===== src/rtl/fpmult_host.sv =====
// rtl/fpmult_host.sv - initiator FSM driving start/operand/done protocol of the serial FP multiplier
// Optional WAIT watchdog compiled in with FPMULT_HOST_TIMEOUT_EN.
module fpmult_host #(
    parameter int TIMEOUT_CYCLES = 1024
) (
    input  logic        clk,
    input  logic        rst,
    input  logic        req,
    input  logic [31:0] opA,
    input  logic [31:0] opB,
    output logic        busy,
    output logic        resValid,
    output logic [31:0] result,
    output logic        timeout,
    output logic        startFP,
    output logic [31:0] inBus,
    input  logic [31:0] resBus,
    input  logic        doneFP
);

    typedef enum logic [2:0] {
        IDLE,
        START,
        SEND_A,
        SEND_B,
        WAIT,
        DONE
    } state_t;

    state_t      state;
    logic [31:0] a_q;
    logic [31:0] b_q;

    if (TIMEOUT_CYCLES < 2 || TIMEOUT_CYCLES > 65535) begin : g_bad_timeout
        $error("fpmult_host: TIMEOUT_CYCLES must be within 2..65535");
    end

`ifdef FPMULT_HOST_TIMEOUT_EN
    localparam logic [15:0] WD_LAST = 16'(TIMEOUT_CYCLES - 1);
    logic [15:0] wd_cnt;
`else
    assign timeout = 1'b0;
`endif

    // Outputs are loaded with the value for the state being entered, so every output is a flop.
    always_ff @(posedge clk or posedge rst) begin
        if (rst) begin
            state    <= IDLE;
            busy     <= 1'b0;
            resValid <= 1'b0;
            result   <= '0;
            startFP  <= 1'b0;
            inBus    <= '0;
            a_q      <= '0;
            b_q      <= '0;
`ifdef FPMULT_HOST_TIMEOUT_EN
            timeout  <= 1'b0;
            wd_cnt   <= '0;
`endif
        end else begin
            startFP  <= 1'b0;
            resValid <= 1'b0;
`ifdef FPMULT_HOST_TIMEOUT_EN
            timeout  <= 1'b0;
`endif
            case (state)
                IDLE: begin
                    if (req) begin
                        a_q     <= opA;
                        b_q     <= opB;
                        startFP <= 1'b1;
                        busy    <= 1'b1;
                        inBus   <= '0;
                        state   <= START;
                    end
                end
                START: begin
                    inBus <= a_q;
                    state <= SEND_A;
                end
                SEND_A: begin
                    inBus <= b_q;
                    state <= SEND_B;
                end
                SEND_B: begin
                    inBus <= '0;
                    state <= WAIT;
`ifdef FPMULT_HOST_TIMEOUT_EN
                    wd_cnt <= '0;
`endif
                end
                WAIT: begin
                    // doneFP is checked first so it wins a tie with the terminal count.
                    if (doneFP) begin
                        result   <= resBus;
                        resValid <= 1'b1;
                        state    <= DONE;
                    end
`ifdef FPMULT_HOST_TIMEOUT_EN
                    else if (wd_cnt == WD_LAST) begin
                        timeout <= 1'b1;
                        busy    <= 1'b0;
                        state   <= IDLE;
                    end else begin
                        wd_cnt <= wd_cnt + 16'd1;
                    end
`endif
                end
                DONE: begin
                    busy  <= 1'b0;
                    state <= IDLE;
                end
                default: begin
                    busy  <= 1'b0;
                    inBus <= '0;
                    state <= IDLE;
                end
            endcase
        end
    end

endmodule


===== config.mk =====
export PLATFORM = sky130hd
export DESIGN_NAME = fpmult_host
export DESIGN_NICKNAME = d
export VERILOG_FILES = /design/src/rtl/fpmult_host.sv
export SDC_FILE = /design/constraint.sdc
export NUM_CORES = 1
export LEC_CHECK = 0
export CORE_ASPECT_RATIO = 0.7
export CORE_UTILIZATION = 42
export CTS_CLUSTER_DIAMETER = 120
export DETAILED_ROUTE_END_ITERATION = 8
export PLACE_DENSITY_LB_ADDON = 0.25
export SLEW_MARGIN = 10
export SYNTH_ARGS = -nofsm -noshare
export SYNTH_HDL_FRONTEND = slang
export SYNTH_SLANG_ARGS = --single-unit

===== constraint.sdc =====
create_clock -name clk -period 4.3 [get_ports clk]
set_input_delay 0.43 -clock clk [delete_from_list [all_inputs] [get_ports clk]]
set_output_delay 0.43 -clock clk [all_outputs]
set_load 0.01 [all_outputs]

**After elaboration in Yosys (flattened, before gate mapping)**

Index checks and enable logic that the tools add are counted.
W data, S select, Z words.

- Equality and inequality tests: 7
- Multiplexer cells: 11
- Bitwise logic cells: 2
- Reductions and logical operators: 8

Operators with widths:

| kind | number |
|---|---|
| $pmux W32 S4 | 1 |
| $mux W32 | 1 |
| $pmux W3 S5 | 1 |
| $reduce_and A2 Y1 | 5 |
| $eq A3 B2 Y1 const B | 2 |
| $eq A3 B3 Y1 const B | 2 |
| $mux W3 | 2 |
| $mux W1 | 5 |
| $ne A2 B2 Y1 const B | 2 |
| $reduce_or A4 Y1 | 1 |
| $eq A3 B1 Y1 const B | 1 |
| $logic_not A3 Y1 | 1 |
| $not A1 Y1 | 2 |
| $pmux W1 S2 | 1 |
| $reduce_or A2 Y1 | 1 |

- Flip-flop bits (word level): 134
- Input port bits: 100
- Output and inout port bits: 68
- Word-level logic and storage cells: 36

**Logic depth before layout (Yosys ltp)**

- Depth in word-level cells: 4
- Depth in mapped cells: 5

**Worst setup path before layout**

No wires, ideal clock.

- Kind: register to register
- Start point: register state[0]
- End point: register a_q[16]
- Arrival time: 1.429 ns
- Path slack: 2.743 ns
- Cell stages (with the launch flop): 6
- Clock period less this slack: 1.557 ns
- Path through: dfrtp_1 buf_6 nor4b_4 buf_4 buf_6 mux2_1

- Cells in the longest elaborated chain, start to end: 2

Ends and longest elaborated chain:

| item | RTL line | RTL |
|---|---|---|
| start, declared | 30 | `state_t state;` |
| start signal, assigned | 48 | `state <= IDLE;` |
| start signal, assigned | 74 | `state <= START;` |
| start signal, assigned | 79 | `state <= SEND_A;` |
| $logic_not A3 Y1 | 66 | `case (state)` |
| $reduce_and A2 Y1 (no line) | n/a |  |
| end signal, assigned | 69 | `a_q <= opA;` |
| end, declared | 31 | `logic [31:0] a_q;` |

Every way passes these cells.
A chain may end at the register's enable or synchronous reset.

**Worst setup path in the final report**

- Start point: register state[1]
- End point: register inBus[15]

- Cells in the longest elaborated chain, start to end: 4
- Elaborated cells on any way between the ends: 10
- Classes of those cells: eq/ne (5); mux (1); bitwise (1); reduce/logical (3)

Ends and longest elaborated chain:

| item | RTL line | RTL |
|---|---|---|
| parallel branches: the longest is 4 deep, another holds $pmux W32 S4 | n/a |  |
| end signal, assigned | 78 | `inBus <= a_q;` |
| end signal, assigned | 82 | `inBus <= b_q;` |
| end, declared | 16 | `output logic [31:0] inBus,` |

Several ways; the timed one is not identified.

==> flow_metrics.tcl <==
set metrics [dict create \
    status "finished clean" \
    hold_viol 0 \
    synthCells 338 \
    track_usage 0.197 \
    nets 606 \
    clock_power_share 0.268 \
    setup_slack_ns 2.14 \
    post_cts_buffers 0 \
    post-route-cell-area_um2 7680 \
    grt-ovfl-total 0 \
    hold_path.class "reg -> reg" \
    vdd_drop_max_mv 0.363 \
    antenna_found_initial 0 \
    die_x_um 136 \
    crit_end "inBus[15]" \
    fin_worst_skew_ns 0.00622 \
    io_buffer_count 166 \
    async_reset_ff_frac 1.00 \
    grt_use_met2 0.318 \
    grtUsageMet3 0.0727 \
    grt_most_used_layer "met2" \
    synth_seq_cells 134 \
    p_int_mw 4.08 \
    synth_compound_area_frac 0.105 \
    die_area_um2 13100 \
    yosys-top-cells-area "dfrtp_1 63%, mux2_1 11%, mux2_2 9.8%" \
    grt_max_degree 81 \
    holdBufCountCts 0 \
    rsz0062_at_grt "no" \
    diodes 0 \
    p_sw_frac 0.288 \
    coreArea_um2 12000 \
    synth.area.mux_share 0.204 \
    finalSetupViolations 0 \
    drt_iter0_drc 148 \
    timing.hold.ws_ns 0.474 \
    synth-simple-area-share 0.0184 \
    synth_ff_type "dfrtp_1" \
    fin_setup_tns_ns 0 \
    slew_headroom 0.341 \
    gp_congestion 0.728 \
    yosysTopAreaCellShare 0.632 \
    max_cap_violations 0 \
    r2r-start "state[1]" \
    synth_xor_xnor_area_share 0.00165 \
    wl_mm 11.8 \
    crit_cells 4 \
    worstMarginPinSlew_ns 0.988 \
    placedInstanceArea_um2 7050 \
    cts_resized 0 \
    fmax_mhz 464 \
    routed_via_density 5.07 \
    tritoncts "built" \
    synthToLayoutAreaGrowth_pct 44.8 \
    cp_cell_sequence "nor3b_4, buf_4, a22o_1, a21o_1" \
    start_kind "flop" \
    drv_slew 0 \
    num_rows 33 \
    clockRootBuffer "clkbuf_16" \
    ff2ff_setup_slack_ns 2.14 \
    syn-num-nets 438 \
    max_stage_delay_ns 0.73 \
    powerDensity_nw_per_um2 746 \
    final_util 0.639 \
    synth_area_um2 5310 \
    layout_common_cells "166 x clkdlybuf4s50_1, 134 x dfrtp_1, 50 x mux2_1, 46 x mux2_2" \
    synth_fa_ha_area_frac 0 \
    ant_nets 0 \
    synth_edf_count 0 \
    cts_max_path_buffers 2 \
    cp.arrival_ns 2.50 \
    final_common_cell "clkdlybuf4s50_1" \
    r2r-end "inBus[15]" \
    path_delay_family "simple AND/OR/NAND/NOR gates" \
    synth.distinct_cells 24 \
    critPathSlowestCell "nor3b_4" \
    yosys_warnings 0 \
    die-height_um 96.0 \
    initial_utilization 0.442 \
    ioPinCount 168 \
    dp_hpwl_mm 7.76 \
    criticalPathCategory "reg -> reg" \
    pwr-share-comb 0.346 \
    yosysSeqAreaShare 0.632 \
    drive_gt1_frac 0.172 \
    end_kind "flop" \
    critPathMaxFanout 18 \
    dr.pass1.iters 4 \
    switchingPower_mw 1.65 \
    cp.required_ns 4.64 \
    clk_pin_slew_ns 0.05 \
    routedWlPerCell_um 17.5 \
    yosysTopAreaCell "dfrtp_1" \
    met1_usage 0.248 \
    seqPwrFrac 0.386 \
    cts_max_level 4 \
    grt_pass1_wl_mm 19.0 \
    grt_pass1_vias 3658 \
    vias 3423 \
    critPathBufInv 1 \
    postSynthAreaPerCell_um2 15.7 \
    r2r_cells 4 \
    timing.final.crit_share 0.502 \
    drc 0 \
    clock-sinks 134 \
    startpoint "state[1]" \
    period_needed_ns 2.16 \
    cts_buffers 17 \
    pre_cts_slack_ns 1.96 \
    p_leak_nw 3.48 \
    synth_top_family_by_area "multiplexers" \
    clock_latency_ns 0.41 \
]
worst min path at each step:
stage	startpoint	to	slack, ns	cells past startpoint
final	inBus[13]	inBus[13]	0.47	1
after global routing	inBus[18]	inBus[18]	0.49	1
after CTS	inBus[13]	inBus[13]	0.48	1
after detailed placement	inBus[13]	inBus[13]	0.46	1
after global placement	inBus[25]	inBus[25]	0.46	1
after floorplan	a_q[10]	a_q[10]	0.46	1
worst register-to-register path, delay by kind of cell (launching register included):
| family | cells | cell delay (ns) |
|---|---|---|
| and+or+nand+nor | 1 | 0.73 |
| DFF | 1 | 0.71 |
| buffers and inverters | 1 | 0.39 |
| AOI/OAI and AO/OA | 2 | 0.27 |
cell families (layout without fill, tap and decap cells):
kind of cell           after synthesis  after routing
flip-flops                         134            134
AND/OR/NAND/NOR                     11             11
buffers and inverters               26            206
XOR/XNOR                             1              1
multiplexers                        96             96
other                                1              1
AO/OA/AOI/OAI                       69             69
area by class of cell:
class,instances,area [µm²]
inverters,3,13.8
clock inverters,9,148
multi-input cells,178,1770
well taps,157,196
fillers,894,4330
clock buffers,22,484
repair buffers,172,1720
flip-flops and latches,134,3350
layer usage:
| metal | share of wire | vias to the layer above |
|---|---|---|
| li1 | - | 1553 |
| met1 | 0.45 | 1750 |
| met2 | 0.47 | 109 |
| met3 | 0.075 | 11 |
| met4 | 0.0058 | 0 |
| met5 | 0 | - |
synth_stat cells (2+ instances only):
| cell type | number |
|---|---|
| a21o_1 | 32 |
| dfrtp_1 | 134 |
| buf_4 | 6 |
| mux2_1 | 50 |
| nor2_1 | 3 |
| mux2_2 | 46 |
| a22o_1 | 32 |
| buf_6 | 10 |
| nor3b_2 | 2 |
| inv_1 | 3 |
| buf_2 | 7 |
flip-flops by register name (all words and copies together), names as in the netlist:
register,flops
a_q,32
startFP,1
result,32
state,3
inBus,32
resValid,1
busy,1
b_q,32
metrics by stage:
| stage | power (mW) | instances |
|---|---|---|
| floorplan | 3.37 | 338 |
| finish | 5.73 | 675 |
| global placement | 4.12 | 644 |
| detailed placement | 4.23 | 644 |
| global route | 6.07 | 675 |
| CTS | 5.80 | 675 |
power groups by stage:
stage	clock network, mW	registers [mW]	logic [mW]
6_report	1.54	2.21	1.98
5_1_grt	1.62	2.29	2.15
4_1_cts	1.57	2.21	2.02
3_5_place_dp	0	2.23	2.00
3_3_place_gp	0	2.19	1.94
2_1_floorplan	0	2.25	1.12
No activity file was read; power rests on OpenSTA's default activity.
